File: src/rtl/cordic_sincos.sv
// cordic_sincos: iterative rotation-mode CORDIC that returns cos/sin of a signed
// phase word (2^(DATA_WIDTH-2) = pi/2), one micro-rotation per clock.
// Handshake: start is a one-cycle request honoured only in IDLE (ignored while
// BUSY/FINISH, never queued); done is a one-cycle pulse, and x_out/y_out are valid
// from that cycle on and hold until the next done or reset.
module cordic_sincos #(
    parameter int DATA_WIDTH = 16,
    parameter int ITERATIONS = 16
) (
    input  logic                  clk,
    input  logic                  rst_n,
    input  logic                  start,
    input  logic [DATA_WIDTH-1:0] angle_in,
    output logic [DATA_WIDTH-1:0] x_out,
    output logic [DATA_WIDTH-1:0] y_out,
    output logic                  done,
    output logic [1:0]            dbg_state_o
);

    // Two guard bits keep micro-rotation growth from wrapping.
    localparam int IW = DATA_WIDTH + 2;
    localparam int CW = (ITERATIONS > 1) ? $clog2(ITERATIONS) : 1;

    localparam logic [1:0] S_IDLE   = 2'd0;
    localparam logic [1:0] S_BUSY   = 2'd1;
    localparam logic [1:0] S_FINISH = 2'd2;

    // Constants are stored at 2^30 = pi/2 and rounded down to the working scale.
    localparam int          SH  = 32 - DATA_WIDTH;
    localparam logic [63:0] RND = (64'd1 << SH) >> 1;
    localparam logic [63:0] K30 = 64'd652032874;  // CORDIC gain 0.607253 * 2^30

    localparam logic signed [IW-1:0] X_INIT   = IW'((K30 + RND) >> SH);
    localparam logic signed [IW-1:0] QUARTER  = IW'(64'd1 << (DATA_WIDTH - 2));
    localparam logic signed [IW-1:0] SAT_MAX  = IW'((64'd1 << (DATA_WIDTH - 1)) - 64'd1);
    localparam logic signed [IW-1:0] SAT_MIN  = ~SAT_MAX;
    localparam logic [CW-1:0]        LAST_IT  = CW'(ITERATIONS - 1);

    // atan(2^-i) in angle units, rounded from the 2^30 = pi/2 table.
    function automatic logic signed [IW-1:0] atan_lut(input logic [CW-1:0] idx);
        logic [31:0] t;
        logic [63:0] r;
        t = '0;
        case (int'(idx))
            0:  t = 32'h2000_0000;
            1:  t = 32'h12E4_051E;
            2:  t = 32'h09FB_385B;
            3:  t = 32'h0511_11D4;
            4:  t = 32'h028B_0D43;
            5:  t = 32'h0145_D7E1;
            6:  t = 32'h00A2_F61E;
            7:  t = 32'h0051_7C55;
            8:  t = 32'h0028_BE53;
            9:  t = 32'h0014_5F2F;
            10: t = 32'h000A_2F98;
            11: t = 32'h0005_17CC;
            12: t = 32'h0002_8BE6;
            13: t = 32'h0001_45F3;
            14: t = 32'h0000_A2F9;
            15: t = 32'h0000_517C;
            16: t = 32'd10430;
            17: t = 32'd5215;
            18: t = 32'd2608;
            19: t = 32'd1304;
            20: t = 32'd652;
            21: t = 32'd326;
            22: t = 32'd163;
            23: t = 32'd81;
            24: t = 32'd41;
            25: t = 32'd20;
            26: t = 32'd10;
            27: t = 32'd5;
            28: t = 32'd3;
            29: t = 32'd1;
            30: t = 32'd1;
            default: t = 32'd0;
        endcase
        r = ({32'd0, t} + RND) >> SH;
        return IW'(r);
    endfunction

    function automatic logic [DATA_WIDTH-1:0] sat(input logic signed [IW-1:0] v);
        if (v > SAT_MAX)
            return {1'b0, {(DATA_WIDTH-1){1'b1}}};
        else if (v < SAT_MIN)
            return {1'b1, {(DATA_WIDTH-1){1'b0}}};
        else
            return v[DATA_WIDTH-1:0];
    endfunction

    logic [1:0]             state_q, state_d;
    logic [CW-1:0]          iter_q, iter_d;
    logic signed [IW-1:0]   x_q, x_d, y_q, y_d, z_q, z_d;
    logic                   neg_q, neg_d;
    logic [DATA_WIDTH-1:0]  x_out_q, x_out_d, y_out_q, y_out_d;
    logic                   done_q, done_d;

    logic signed [IW-1:0]   ang_ext, ang_flip, x_shr, y_shr, atan_cur, x_fin, y_fin;
    logic                   need_flip;

    // Angles beyond +/-90 deg are folded by 180 deg (MSB flip) and the result negated.
    assign ang_ext   = IW'($signed(angle_in));
    assign ang_flip  = IW'($signed({~angle_in[DATA_WIDTH-1], angle_in[DATA_WIDTH-2:0]}));
    assign need_flip = (ang_ext > QUARTER) || (ang_ext < -QUARTER);
    assign x_shr     = x_q >>> iter_q;
    assign y_shr     = y_q >>> iter_q;
    assign atan_cur  = atan_lut(iter_q);
    // Negating at full width before saturation avoids the -2^(W-1) overflow case.
    assign x_fin     = neg_q ? -x_q : x_q;
    assign y_fin     = neg_q ? -y_q : y_q;

    // Next-state logic: load in IDLE, rotate in BUSY, publish in FINISH.
    always_comb begin
        state_d = state_q;
        iter_d  = iter_q;
        x_d     = x_q;
        y_d     = y_q;
        z_d     = z_q;
        neg_d   = neg_q;
        x_out_d = x_out_q;
        y_out_d = y_out_q;
        done_d  = 1'b0;
        case (state_q)
            S_IDLE: begin
                if (start) begin
                    state_d = S_BUSY;
                    iter_d  = '0;
                    x_d     = X_INIT;
                    y_d     = '0;
                    z_d     = need_flip ? ang_flip : ang_ext;
                    neg_d   = need_flip;
                end
            end
            S_BUSY: begin
                if (!z_q[IW-1]) begin
                    x_d = x_q - y_shr;
                    y_d = y_q + x_shr;
                    z_d = z_q - atan_cur;
                end else begin
                    x_d = x_q + y_shr;
                    y_d = y_q - x_shr;
                    z_d = z_q + atan_cur;
                end
                if (iter_q == LAST_IT)
                    state_d = S_FINISH;
                else
                    iter_d = iter_q + CW'(1);
            end
            S_FINISH: begin
                state_d = S_IDLE;
                done_d  = 1'b1;
                x_out_d = sat(x_fin);
                y_out_d = sat(y_fin);
            end
            default: state_d = S_IDLE;
        endcase
    end

    // State and datapath registers; reset aborts any computation in flight.
    always_ff @(posedge clk or negedge rst_n) begin
        if (!rst_n) begin
            state_q <= S_IDLE;
            iter_q  <= '0;
            x_q     <= '0;
            y_q     <= '0;
            z_q     <= '0;
            neg_q   <= 1'b0;
            x_out_q <= '0;
            y_out_q <= '0;
            done_q  <= 1'b0;
        end else begin
            state_q <= state_d;
            iter_q  <= iter_d;
            x_q     <= x_d;
            y_q     <= y_d;
            z_q     <= z_d;
            neg_q   <= neg_d;
            x_out_q <= x_out_d;
            y_out_q <= y_out_d;
            done_q  <= done_d;
        end
    end

    assign x_out       = x_out_q;
    assign y_out       = y_out_q;
    assign done        = done_q;
    assign dbg_state_o = state_q;

endmodule

File: config.mk
export PLATFORM = sky130hd
export DESIGN_NAME = cordic_sincos
export DESIGN_NICKNAME = d
export VERILOG_FILES = /design/src/rtl/cordic_sincos.sv
export SDC_FILE = /design/constraint.sdc
export NUM_CORES = 1
export LEC_CHECK = 0
export BUFFER_PORTS_ARGS = -buffer_cell sky130_fd_sc_hd__buf_4
export CORE_ASPECT_RATIO = 0.8
export CORE_MARGIN = 3
export CORE_UTILIZATION = 64
export DETAILED_ROUTE_END_ITERATION = 7
export GPL_TIMING_DRIVEN = 0
export PLACE_DENSITY = 0.83
export SETUP_SLACK_MARGIN = 0.4
export SLEW_MARGIN = 25
export SYNTH_ARGS = -nofsm -noshare
export SYNTH_HDL_FRONTEND = slang
export SYNTH_SLANG_ARGS = --single-unit
File: constraint.sdc
create_clock -name clk -period 6.1 [get_ports clk]
set_clock_uncertainty 0.2 [all_clocks]
set_input_delay 0.61 -clock clk [delete_from_list [all_inputs] [get_ports clk]]
set_output_delay 0.61 -clock clk [all_outputs]
set_load 0.01 [all_outputs]
==> results of run 1 <==
==> final timing paths <==
kind,from,endpoint,depth (start not counted)
setup reg to reg,iter_q[3],z_q[13],25
setup / recovery,iter_q[3],z_q[13],25
hold reg to reg,y_out[2],y_out[2],1
max in group asynchronous,rst_n,iter_q[1],1
hold / removal,rst_n,z_q[5],1
min in group clk,y_out[2],y_out[2],1
==> worst register-to-register path, stage by stage (launching register included) <==
cell and delay [ps]:
dfrtp_1 460, buf_2 230, inv_1 180, clkbuf_1 470, buf_2 400, nand3_1 140, o21ai_0 120, ha_2 270
o311a_1 210, nand4_1 100, buf_4 210, nor2_1 270, a211oi_4 90, buf_4 180, nor3b_4 220, buf_4 170
a21oi_1 80, xnor2_1 180, ha_1 350, nand2_1 60, o21ai_0 310, o21ai_4 140, buf_4 170, xnor2_1 140
nor2_1 60, a31oi_1 190
==> area by class of cell <==
class | instances | area [sq um]
multi-input combinational | 1069 | 8020
fill | 1215 | 4060
sequential | 94 | 2350
buffer | 104 | 552
timing repair buffer | 61 | 462
tap | 215 | 269
clock buffer | 10 | 239
inverter | 40 | 158
clock inverter | 6 | 50.0
==> metrics by stage <==
stage                     cells  hold slack [ps]  instance area [sq um]  TNS (ps)  worst slack [ps]
after CTS                  1591              191                  11900         0               414
after global routing       1599              204                  12100         0               339
final                      1599              134                  12100         0               450
after floorplan            1307              114                  10800         0               692
after detailed placement   1575              281                  11500     -4270              -751
after global placement     1575              265                  11500     -3760              -705
==> flip-flops by register name (all words and copies together), names as in the netlist, 2 cells and up <==
name,cells
x_q,18
y_q,18
z_q,18
x_out,16
y_out,16
iter_q,4
dbg_state_o,2
==> synthesized netlist by cell type, types with 5 or more instances <==
library cell,count,area share (%)
nand2b_1,27,1.6
clkbuf_1,57,2.0
buf_2,18,0.83
xor2_1,71,5.7
o22ai_1,13,0.75
nor2b_1,20,1.2
mux4_2,35,7.3
dfrtp_1,94,22
xnor2_1,45,3.6
and2_1,14,0.81
nor3b_1,6,0.42
o221ai_1,5,0.40
a22oi_1,10,0.69
o41ai_1,5,0.40
ha_1,64,7.4
mux2_2,28,2.9
buf_1,15,0.52
nor4_1,11,0.63
o22a_1,15,1.2
o21ai_0,67,3.1
a21oi_1,89,4.1
or3_1,14,0.81
nor3_1,26,1.2
nand2_1,120,4.2
nand4_1,8,0.46
and3_1,14,0.81
a31oi_1,22,1.3
o21a_1,25,1.7
a21o_1,19,1.3
inv_1,36,1.2
or2_2,7,0.40
o31ai_1,16,1.1
a211oi_1,7,0.48
nand3_1,19,0.88
nor2_1,104,3.6
o211ai_1,29,2.0
mux2i_1,35,3.2
buf_4,8,0.55
==> what timing repair did <==
action / CTS / global route
setup buffers: 0 / 8
endpoints found under the hold margin: 0 / 0
resized for setup: 27 / 48
pin swaps: 0 / 7
endpoints found under the setup margin: 20 / 19
cloned: 0 / 0
==> routing by layer <==
metal	GRT usage, %	share of wire, %
met1	58.6	38
met2	60.8	39
met3	19.8	17
met4	18.7	5.8
met5	0	0
==> logic make-up (layout without fill, tap and decap cells) <==
family	after synthesis	in the layout	synth area share [%]
buffers and inverters	144	221	5.79
xor gates and xnor gates	116	116	9.37
AOI/OAI and AO/OA	381	381	23.5
and+or+nand+nor	406	406	18.2
DFF	94	94	21.7
muxes	99	99	13.5
adders and majority gates	67	67	7.94
==> metrics, run 1 <==
Vias/cell 7.18; Seq cells post-synth 94; io pins 54; clk sinks 94; Final Hold Viols 0; leftover overflow at the end of global routing 0; Placeable Area 0.0162 sq mm; number of cells produced by synthesis 1307; Port-buffer cells 53; final antenna-violating net count 0; kind of start point of the critical path register; final RePlAce weighted congestion 1.12; transition time at the pin with the least slew margin 1220 ps; Post-DP HPWL 30.3 mm; buffer depth of the longest clock path 2; average cell area after synthesis 8.30 sq um; final setup fails 0; detailed-route wire length per cell 25.6 um; arrival time at the worst endpoint 5740 ps; most common library cell in the layout ignoring fill and taps nand2_1; path type of the worst setup path reg -> reg; TritonRoute pass-1 iters 6; detailed-route DRC error count 0; tightest slew margin relative to the limit 18.4%; via count of the first global-routing pass 10700; starting density of the core 67.1%; Post-Route WL 40.9 mm; maximum achievable frequency 177 MHz; largest fanout of any net on the critical path 10; required time at the endpoint of the critical path 6190 ps; top library cells by usage in the layout, fill and taps aside 120 x nand2_1, 102 x nor2_1, 93 x dfrtp_1, 86 x a21oi_1, 70 x xor2_1; dominant register cell in the synthesized netlist dfrtp_1; EDFF count, synth 0; total global routing track utilization 43.7%; Most Frequent Cell on Critical Path buf_4; Die H 122 um; clock slew at reported path FFs 80 ps; setup repair after global routing missed its margin false; number of warning messages in the yosys log 0; Largest stage delay, worst path 470 ps; distinct cell type count of the synthesized netlist 85; number of antenna violations at the first check in global routing 0; maximum level of the CTS H-tree 3; Hold Path Class in -> async; number of clock buffers inserted by TritonCTS 9; Initial DRC Count 1750; area growth from synthesis to layout 11.6%; Period Utilization, post-route 92.6%; worst-case register-to-register setup slack 450 ps; number of antenna diodes 0; layout cell share with drive strength beyond 1 16.6%; area of the die 0.0185 sq mm; pin count of the biggest net entering global routing 95; synthesized net count 1393; clock tree from TritonCTS done; Core Rows 41; dominant delay contributor by cell family on the critical path buffers and inverters; final net count 1465; final critical delay including setup and external delays 5650 ps; pins over their slew limit 0; share of flip-flops with an asynchronous set or reset after synthesis 100%; total via count after detailed routing 11500; final core utilization 74.9%; MaxCap Viol Count 0; overall die width 152 um; clock latency reported for the late side of the worst-skew pair 370 ps; status finished clean; worst-path cell with the longest stage delay clkbuf_1; number of buffers and inverters on the critical path 8; sequential share of the synthesized area 21.7%; summed instance area of the synthesized netlist 0.0108 sq mm; hold bufs inserted after CTS 0; root buffer selected by CTS clkbuf_16; global-route wire length before repair 61.3 mm; endpoint class of the critical path register
Power of run 1 is left out: the tool's default activity adds up to more than one toggle a clock period on the data nets, which glitch-free logic cannot reach.
==> run 2: changes to the inputs <==
- MAX_ROUTING_LAYER: unset -> met4
==> run 2 against run 1 <==
  * Die area did not move
  * Critical endpoint is now z_q[15]
  * Critical path depth fell by 1
  * Register-to-register slack improved by 20 ps
  * Sequential cell count did not move
  * Design area rose by 0.15%
  * Core utilization rose by 0.12 points
  * Final cell count fell by 0.13%
==> metrics, run 2 (synthesized netlist as in run 1, its figures left out) <==
status finished clean; Die H 122 um; leftover overflow at the end of global routing 0; worst flop-to-flop path endpoint z_q[15]; Placeable Area 0.0162 sq mm; cell depth of the worst flop-to-flop path 24; Initial DRC Count 1709; area growth from synthesis to layout 11.8%; biggest regs x_q (18), y_q (18), z_q (18); MaxCap Viol Count 0; path type of the worst setup path reg -> reg; detailed-route DRC error count 0; final setup fails 0; number of instances in the placed design 1575; layout cell share with drive strength beyond 1 16.7%; final critical delay including setup and external delays 5640 ps; clock slew at reported path FFs 80 ps; tightest slew margin relative to the limit 33.3%; worst-case register-to-register setup slack 460 ps; detailed-route wire length per cell 25.7 um; Final Hold Viols 0; TritonRoute pass-1 iters 7; area of the die 0.0185 sq mm; maximum level of the CTS H-tree 3; total global routing track utilization 45.4%; arrival time at the worst endpoint 5680 ps; post-route setup slack 465 ps; final net count 1463; transition time at the pin with the least slew margin 1000 ps; overall die width 152 um; pins over their slew limit 0; via count of the first global-routing pass 10900; kind of start point of the critical path register; clk sinks 94; pin count of the biggest net entering global routing 95; Post-Route WL 41.1 mm; Hold Path Class in -> async; clock latency reported for the late side of the worst-skew pair 370 ps; Core Rows 41; endpoint class of the critical path register; total via count after detailed routing 11500; startpoint of the lowest-slack register-to-register path iter_q[2]; number of antenna diodes 0; hold bufs inserted after CTS 0; Port-buffer cells 53; setup slack after placement -822 ps; starting density of the core 67.1%; Placement Cell Area 0.0115 sq mm; Period Utilization, post-route 92.4%; buffer depth of the longest clock path 2; global-route wire length before repair 62.2 mm; clock tree from TritonCTS done; largest fanout of any net on the critical path 10; number of clock buffers inserted by TritonCTS 9; final non-filler cell total 1597; number of antenna violations at the first check in global routing 0; most common library cell in the layout ignoring fill and taps nand2_1; maximum achievable frequency 177 MHz; final instance area 0.0121 sq mm; Vias/cell 7.21; required time at the endpoint of the critical path 6140 ps; Post-DP HPWL 30.5 mm; setup repair after global routing missed its margin true; io pins 54; root buffer selected by CTS clkbuf_16; top library cells by usage in the layout, fill and taps aside 120 x nand2_1, 100 x nor2_1, 93 x dfrtp_1, 84 x a21oi_1, 69 x xor2_1; final RePlAce weighted congestion 1.08; final antenna-violating net count 0
==> run 2: final cells by class <==
class	instances	area, sq um
sequential	94	2350
inverter	40	156
clock inverter	7	91.3
fill	1232	4040
multi-input combinational	1069	8040
buffer	104	541
tap	215	269
timing repair buffer	59	447
clock buffer	9	225
==> run 2: metal layers <==
layer,vias to the layer above,track usage (%),share of wire [%]
met1,5391,61.1,39
li1,4953,-,-
met3,202,17.9,17
met5,-,-,0
met4,0,18.5,5.2
met2,973,60.9,40
==> run 2: critical path: stages, from the launching register on <==
cell and delay (ps):
dfrtp_1 330, clkbuf_4 240, buf_4 250, clkbuf_4 270, buf_4 260, buf_4 240, a21oi_1 100, o21ai_0 240
ha_2 290, o311ai_2 150, xnor2_1 270, nor3b_2 100, o21ai_1 220, nand3b_1 210, nor3_4 60, or2_2 310
xnor2_1 180, ha_2 340, a21oi_4 180, o22ai_1 110, a21o_1 230, o21ai_4 240, o21bai_1 90, a211oi_1 260
o22ai_1 130
==> run 2: what timing repair did <==
action / CTS / global route
resized for setup: 29 / 46
endpoints found under the setup margin: 21 / 18
endpoints found under the hold margin: 0 / 0
setup buffers: 1 / 5
pin swaps: 2 / 5
gates cloned: 0 / 0
==> run 2: how the worst max path moves through the flow <==
stage,slack [ps],from,endpoint
after floorplan,690,iter_q[0],z_q[15]
after detailed placement,-820,iter_q[1],z_q[17]
after global placement,-650,iter_q[1],z_q[17]
after global routing,280,iter_q[0],z_q[15]
after CTS,420,iter_q[2],y_q[16]
final,460,iter_q[2],z_q[15]
==> run 2: stage by stage <==
step                util, %  hold slack, ps  setup TNS, ps
global route           75.0             217              0
finish                 75.0             128              0
CTS                    73.9             194              0
global placement       71.2             268          -3610
detailed placement     71.3             282          -5050
floorplan                 -             114              0
Power of run 2 is left out for the same reason.
